==> src/rtl/rice_core_bus_arbiter.sv <==
// rice_core_bus_arbiter
//   Shares one memory bus between the core's instruction-fetch port and its
//   data (load/store) port. The grant is chosen combinationally and held in a
//   lock register while the memory stalls. Each accepted request pushes the
//   grantee ID into an ID FIFO. In-order memory responses pop the FIFO head
//   and are routed back to the requester that issued them.
//
// Configuration macro
//   RICE_CORE_BUS_ARBITER_ROUND_ROBIN_EN
//     defined   : round robin; priority flips to the other port after each handshake
//     undefined : fixed priority, data port over instruction port
//
// Ports
//   i_clk, i_rst                 clock, synchronous active-high reset
//   i_inst_request_*/o_inst_*    fetch port (read only), response has no backpressure
//   i_data_request_*/o_data_*    load/store port, response has no backpressure
//   o_mem_request_*/i_mem_*      shared memory bus, responses strictly in request order
//
// State | meaning
//   ST_IDLE      | no grant held; pick a requester each cycle
//   ST_LOCK_INST | fetch request presented but stalled; hold grant until handshake
//   ST_LOCK_DATA | data request presented but stalled; hold grant until handshake

module rice_core_bus_arbiter #(
    parameter int ADDRESS_WIDTH   = 32,
    parameter int DATA_WIDTH      = 32,
    parameter int MAX_OUTSTANDING = 2
) (
    input  logic                      i_clk,
    input  logic                      i_rst,
    input  logic                      i_inst_request_valid,
    output logic                      o_inst_request_ready,
    input  logic [ADDRESS_WIDTH-1:0]  i_inst_address,
    output logic                      o_inst_response_valid,
    output logic [DATA_WIDTH-1:0]     o_inst_response_data,
    output logic                      o_inst_response_error,
    input  logic                      i_data_request_valid,
    output logic                      o_data_request_ready,
    input  logic [ADDRESS_WIDTH-1:0]  i_data_address,
    input  logic                      i_data_write,
    input  logic [DATA_WIDTH-1:0]     i_data_write_data,
    input  logic [DATA_WIDTH/8-1:0]   i_data_strobe,
    output logic                      o_data_response_valid,
    output logic [DATA_WIDTH-1:0]     o_data_response_data,
    output logic                      o_data_response_error,
    output logic                      o_mem_request_valid,
    input  logic                      i_mem_request_ready,
    output logic [ADDRESS_WIDTH-1:0]  o_mem_address,
    output logic                      o_mem_write,
    output logic [DATA_WIDTH-1:0]     o_mem_write_data,
    output logic [DATA_WIDTH/8-1:0]   o_mem_strobe,
    input  logic                      i_mem_response_valid,
    input  logic [DATA_WIDTH-1:0]     i_mem_response_data,
    input  logic                      i_mem_response_error
);

    localparam int CW = $clog2(MAX_OUTSTANDING + 1);
    localparam int PW = (MAX_OUTSTANDING > 1) ? $clog2(MAX_OUTSTANDING) : 1;

    typedef enum logic [1:0] {
        ST_IDLE      = 2'd0,
        ST_LOCK_INST = 2'd1,
        ST_LOCK_DATA = 2'd2
    } state_t;

    state_t                     state;
    logic [CW-1:0]              count;
    logic [PW-1:0]              wr_ptr;
    logic [PW-1:0]              rd_ptr;
    logic [MAX_OUTSTANDING-1:0] id_fifo;   // 0 = inst, 1 = data

    logic sel_inst;
    logic sel_data;
    logic fifo_full;
    logic handshake;
    logic pop;
    logic head_id;

`ifdef RICE_CORE_BUS_ARBITER_ROUND_ROBIN_EN
    logic rr_data_first;
`endif

    function automatic logic [PW-1:0] ptr_next(input logic [PW-1:0] p);
        return (p == PW'(MAX_OUTSTANDING - 1)) ? '0 : p + PW'(1);
    endfunction

    // Uses the registered count, so a response arriving this cycle cannot
    // open a slot for an issue in the same cycle.
    assign fifo_full = (count == CW'(MAX_OUTSTANDING));

    always_comb begin
        sel_inst = 1'b0;
        sel_data = 1'b0;
        if (!fifo_full) begin
            case (state)
                ST_LOCK_INST: sel_inst = 1'b1;
                ST_LOCK_DATA: sel_data = 1'b1;
                default: begin
`ifdef RICE_CORE_BUS_ARBITER_ROUND_ROBIN_EN
                    if (rr_data_first) begin
                        if (i_data_request_valid)      sel_data = 1'b1;
                        else if (i_inst_request_valid) sel_inst = 1'b1;
                    end else begin
                        if (i_inst_request_valid)      sel_inst = 1'b1;
                        else if (i_data_request_valid) sel_data = 1'b1;
                    end
`else
                    if (i_data_request_valid)      sel_data = 1'b1;
                    else if (i_inst_request_valid) sel_inst = 1'b1;
`endif
                end
            endcase
        end
    end

    assign o_mem_request_valid  = (sel_inst & i_inst_request_valid) |
                                  (sel_data & i_data_request_valid);
    assign o_inst_request_ready = sel_inst & i_mem_request_ready;
    assign o_data_request_ready = sel_data & i_mem_request_ready;
    assign handshake            = o_mem_request_valid & i_mem_request_ready;

    // Fetches are reads: write controls stay at zero while the inst port owns the bus.
    assign o_mem_address    = sel_data ? i_data_address :
                              (sel_inst ? i_inst_address : '0);
    assign o_mem_write      = sel_data & i_data_write;
    assign o_mem_write_data = sel_data ? i_data_write_data : '0;
    assign o_mem_strobe     = sel_data ? i_data_strobe : '0;

    // A response with nothing outstanding (e.g. after a reset) is dropped.
    assign pop     = i_mem_response_valid & (count != '0);
    assign head_id = id_fifo[rd_ptr];

    assign o_inst_response_valid = pop & ~head_id;
    assign o_inst_response_data  = (pop & ~head_id) ? i_mem_response_data : '0;
    assign o_inst_response_error = pop & ~head_id & i_mem_response_error;
    assign o_data_response_valid = pop & head_id;
    assign o_data_response_data  = (pop & head_id) ? i_mem_response_data : '0;
    assign o_data_response_error = pop & head_id & i_mem_response_error;

    always_ff @(posedge i_clk) begin
        if (i_rst) begin
            state   <= ST_IDLE;
            count   <= '0;
            wr_ptr  <= '0;
            rd_ptr  <= '0;
            id_fifo <= '0;
        end else begin
            case (state)
                ST_IDLE: begin
                    if (o_mem_request_valid && !i_mem_request_ready)
                        state <= sel_data ? ST_LOCK_DATA : ST_LOCK_INST;
                end
                ST_LOCK_INST, ST_LOCK_DATA: begin
                    if (handshake)
                        state <= ST_IDLE;
                end
                default: state <= ST_IDLE;
            endcase

            if (handshake) begin
                id_fifo[wr_ptr] <= sel_data;
                wr_ptr          <= ptr_next(wr_ptr);
            end
            if (pop)
                rd_ptr <= ptr_next(rd_ptr);

            case ({handshake, pop})
                2'b10:   count <= count + CW'(1);
                2'b01:   count <= count - CW'(1);
                default: count <= count;
            endcase
        end
    end

`ifdef RICE_CORE_BUS_ARBITER_ROUND_ROBIN_EN
    always_ff @(posedge i_clk) begin
        if (i_rst)
            rr_data_first <= 1'b0;
        else if (handshake)
            rr_data_first <= sel_inst;
    end
`endif

endmodule

==> config.mk <==
export PLATFORM = sky130hd
export DESIGN_NAME = rice_core_bus_arbiter
export DESIGN_NICKNAME = d
export VERILOG_FILES = /design/src/rtl/rice_core_bus_arbiter.sv
export SDC_FILE = /design/constraint.sdc
export NUM_CORES = 1
export LEC_CHECK = 0
export CORE_AREA = 4 4 107 109
export DETAILED_ROUTE_END_ITERATION = 6
export DIE_AREA = 0 0 111 113
export PLACE_DENSITY = 0.65
export SYNTH_ARGS = -nofsm -noshare
export SYNTH_HDL_FRONTEND = slang
export SYNTH_SLANG_ARGS = --single-unit
==> constraint.sdc <==
create_clock -name i_clk -period 2.15 [get_ports i_clk]
set_input_delay 0.43 -clock i_clk [delete_from_list [all_inputs] [get_ports i_clk]]
set_output_delay 0.43 -clock i_clk [all_outputs]
set_load 0.02 [all_outputs]
==> results.txt <==
- The run finished, with violations left.
* Violated checks: negative setup slack
- The die is 113 µm tall.
* Share of post-route cells with drive strength above 1: 46.6%
- The initial antenna violation count was 0.
* Number of antenna-violating nets in the routed design: 0
- Clk Tree Root Cell: sky130_fd_sc_hd__clkbuf_8
- TritonCTS built the clock tree.
* Worst Max-Slew Pin Slew: 0.357 ns
- Clock latency reported for the late side of the worst-skew pair: 0.22 ns
* RSZ-0062 raised after global routing: true
- Clock period minus worst slack: 2.32 ns
* Site Rows: 38
* Number of flops mapped to enable cells by yosys: 0
- Worst Slack Setup Final: -0.166 ns
- The number of clock buffers added by TritonCTS is 3.
* Post-synth ARST share: 0%
- STA classifies the critical path endpoint as an output pin.
* Detailed Place HPWL: 8560 µm
- Number of detailed-routing iterations run before antenna repair: 4
- For this configuration, the core starts out at a cell density of 16.4%.
- In this run the tightest slew margin relative to its limit is 76.2%.
- In the final design database the tool counted 743 nets.
* Slew Limit Fails: 0
- Critical path class: reg2out
- Biggest fanout along the worst timing path: 14
* Final Util: 51.4%
- Total routed wirelength: 11900 µm
* Proportion of synthesized chip area in sequential cells: 9.24%
- Synthesis instantiated 32 different standard cells from the library.
- Combined global-route utilization of all metal layers: 16.3%
* Static power due to leakage: 2.54 nW
* Final Hold Viols: 0
- Final worst-path cycle share: 108%
- STA puts the critical path data arrival time at 1.89 ns.
- Grt ovf: 0
* Max-cap viol count: 0
- After detailed routing, the number of vias per cell comes to 4.40.
- Class of the worst hold path: reg2reg
- After detailed routing, the number of remaining DRC violations is 0.
* Clk_skew: 0.000569 ns
- Cell count after synthesis: 291
- The via count of the first global-routing pass came to 3328.
- VDD IR-drop max: 0.353 mV
- Sort of element at the start of the critical path: register
- Traced cell by cell, the critical path runs through inv_2 -> ha_4 -> mux2_4 -> nand2_8 -> buf_16 -> nand2_1 -> o21ai_4 -> buf_6.
* Routed len/inst: 16.1 µm
* Final antenna diode count: 0
- Relative to the synthesized area, the layout overhead comes to 214%.
* Boundary Pins: 280
- When the netlist entered floorplanning its net count stood at 435.
- Total power draw: 0.00435 W
- Count of final setup violators: 70
- Number of clock sinks seen by CTS: 8
- The region available for standard cell placement spans 0.0106 mm².
- Placer's final routability congestion estimate: 0.889
- Maximum clock insertion buffer count: 2
* Iteration-0 DRC Markers: 127
- Overall via count from detail_route: 3244
- Slowest stage cell on the critical path: sky130_fd_sc_hd__mux2_4
- Entering global routing, the biggest net connects 38 pins.
- Static timing analysis puts the maximum clock frequency at 0.432 GHz.
- In this run, synthesis produced a sequential element count of 8.
- For this run, the number of Yosys warnings is 0.
- On the critical path the largest part of the delay comes from multiplexers.
- Cell area after synthesis: 0.00173 mm²
- Data on the critical path is required at its endpoint by 1.72 ns.
* Post-CTS clock slew at the launch and capture registers of the worst setup and hold paths: 0.04 ns
- Die Outline Area: 0.0125 mm²
- Measured along the x axis, the die boundary spans 111 µm.
- Mean cell area of the mapped netlist: 5.96 µm²
- In the synthesized netlist the dominant register cell turns out to be sky130_fd_sc_hd__dfxtp_1.
- Total of hold buffers inserted after clock tree synthesis: 0
- Global-route wire length before repair: 17000 µm
- In this run the power density over the cells is 799 mW/mm².
* Buffers and inverters on the worst path: 3
- Input and output buffers added on the ports amount to 279.
- H-tree lvl count: 1
- Largest stage delay, worst path: 0.36 ns
[path summary, 6_finish.rpt]
kind	from	to	slack, ns	cells past startpoint
max	state[1]	o_mem_address[28]	-0.17	8
max reg2reg	state[1]	count[1]	0.04	11
min reg2reg	id_fifo[1]	id_fifo[1]	0.48	2
min	id_fifo[1]	id_fifo[1]	0.48	2
[where the power goes]
group / internal (W) / total (W) / switching, W / leakage [nW]
logic: 0.00201 / 0.00395 / 0.00194 / 2.45
registers: 0.000191 / 0.000226 / 0.0000344 / 0.0668
clock network: 0.000121 / 0.000173 / 0.0000527 / 0.0216
[synth_stat cells, types with 4 or more instances]
| library cell | number | share of area (%) |
|---|---|---|
| sky130_fd_sc_hd__nand2_1 | 68 | 15 |
| sky130_fd_sc_hd__and2_1 | 66 | 24 |
| sky130_fd_sc_hd__and3_1 | 37 | 13 |
| sky130_fd_sc_hd__o21ai_0 | 27 | 7.8 |
| sky130_fd_sc_hd__clkbuf_1 | 11 | 2.4 |
| sky130_fd_sc_hd__dfxtp_1 | 8 | 9.2 |
| sky130_fd_sc_hd__o21ai_1 | 8 | 2.3 |
| sky130_fd_sc_hd__buf_2 | 7 | 2.0 |
| sky130_fd_sc_hd__inv_1 | 6 | 1.3 |
| sky130_fd_sc_hd__nor2_1 | 6 | 1.3 |
| sky130_fd_sc_hd__buf_4 | 4 | 1.7 |
| sky130_fd_sc_hd__ha_1 | 4 | 2.9 |
| sky130_fd_sc_hd__mux2i_1 | 4 | 2.3 |
| sky130_fd_sc_hd__nand2b_1 | 4 | 1.4 |
| sky130_fd_sc_hd__nand3_1 | 4 | 1.2 |
[placed cells by master, fill, tap and decap left out, types with 3 or more instances in the layout]
cell,count
sky130_fd_sc_hd__dfxtp_2,3
sky130_fd_sc_hd__clkdlybuf4s50_1,136
sky130_fd_sc_hd__o21ai_4,3
sky130_fd_sc_hd__buf_12,6
sky130_fd_sc_hd__nand2_2,8
sky130_fd_sc_hd__buf_16,3
sky130_fd_sc_hd__or3_1,3
sky130_fd_sc_hd__inv_1,3
sky130_fd_sc_hd__dlygate4sd2_1,4
sky130_fd_sc_hd__nand2_4,5
sky130_fd_sc_hd__nand3_1,4
sky130_fd_sc_hd__and3_1,7
sky130_fd_sc_hd__buf_4,60
sky130_fd_sc_hd__clkdlybuf4s15_2,16
sky130_fd_sc_hd__nand2_1,55
sky130_fd_sc_hd__o21ai_2,17
sky130_fd_sc_hd__buf_6,56
sky130_fd_sc_hd__and2_1,62
sky130_fd_sc_hd__nand2b_1,4
sky130_fd_sc_hd__and2_4,4
sky130_fd_sc_hd__buf_8,3
sky130_fd_sc_hd__clkbuf_8,3
sky130_fd_sc_hd__inv_2,3
sky130_fd_sc_hd__and3_4,30
sky130_fd_sc_hd__buf_2,38
sky130_fd_sc_hd__dfxtp_1,5
sky130_fd_sc_hd__o21ai_1,13
sky130_fd_sc_hd__nor2_1,4
sky130_fd_sc_hd__clkbuf_16,5
[cells by family after synthesis]
family	after synthesis	share of synthesized area, %
simple gates	198	60.9
compound gates	42	14.0
buf+inv	31	8.30
flops	8	9.24
mux	5	3.17
fa+ha+maj	4	2.89
xor+xnor	3	1.52
[metrics by stage]
stage | worst slack [ns] | hold WS [ns] | area, µm² | instances | TNS (ns)
after global routing | -0.245 | 0.505 | 5450 | 737 | -13.12
final | -0.166 | 0.485 | 5450 | 737 | -8.31
after global placement | -0.618 | 0.466 | 4830 | 710 | -67.93
after detailed placement | -0.643 | 0.473 | 4830 | 710 | -71.37
after CTS | -0.138 | 0.480 | 4740 | 725 | -4.37
after floorplan | -0.0649 | 0.449 | 1760 | 291 | -1.76
[worst min-delay path, delay by kind of cell (launching register included)]
family	cells	cell delay [ns]
flip-flops	1	0.31
multiplexers	1	0.06
AND/OR/NAND/NOR	1	0.06
[timing repair]
action                                  in CTS  in global routing
buffers inserted                             8                  4
gates cloned                                 4                  8
endpoints found under the hold margin        0                  0
endpoints found under the setup margin     141                100
gates resized for setup                    653                137
pin swaps                                    8                 42
[cell type report]
type | count | area, µm²
clock buffer | 3 | 41.3
fill | 1004 | 5150
inverter | 6 | 22.5
multi-input combinational | 252 | 1820
sequential | 8 | 164
tap | 140 | 175
timing repair buffer | 328 | 3230
[flip-flops by register name, indices dropped and copies added, names as in the netlist]
signal,flops
rd_ptr,1
wr_ptr,1
state,2
count,2
id_fifo,2
[layer usage]
layer  vias up  GRT usage, %  part of all wire [%]  routed length, µm
met4         0          3.37                   1.4                169
met5         -             0                     0                  0
met2       185          31.1                    53               6250
li1       1569             -                     -                  -
met3        16          4.92                   8.6               1020
met1      1474          17.7                    37               4410
No activity file was read; power rests on OpenSTA's default activity.
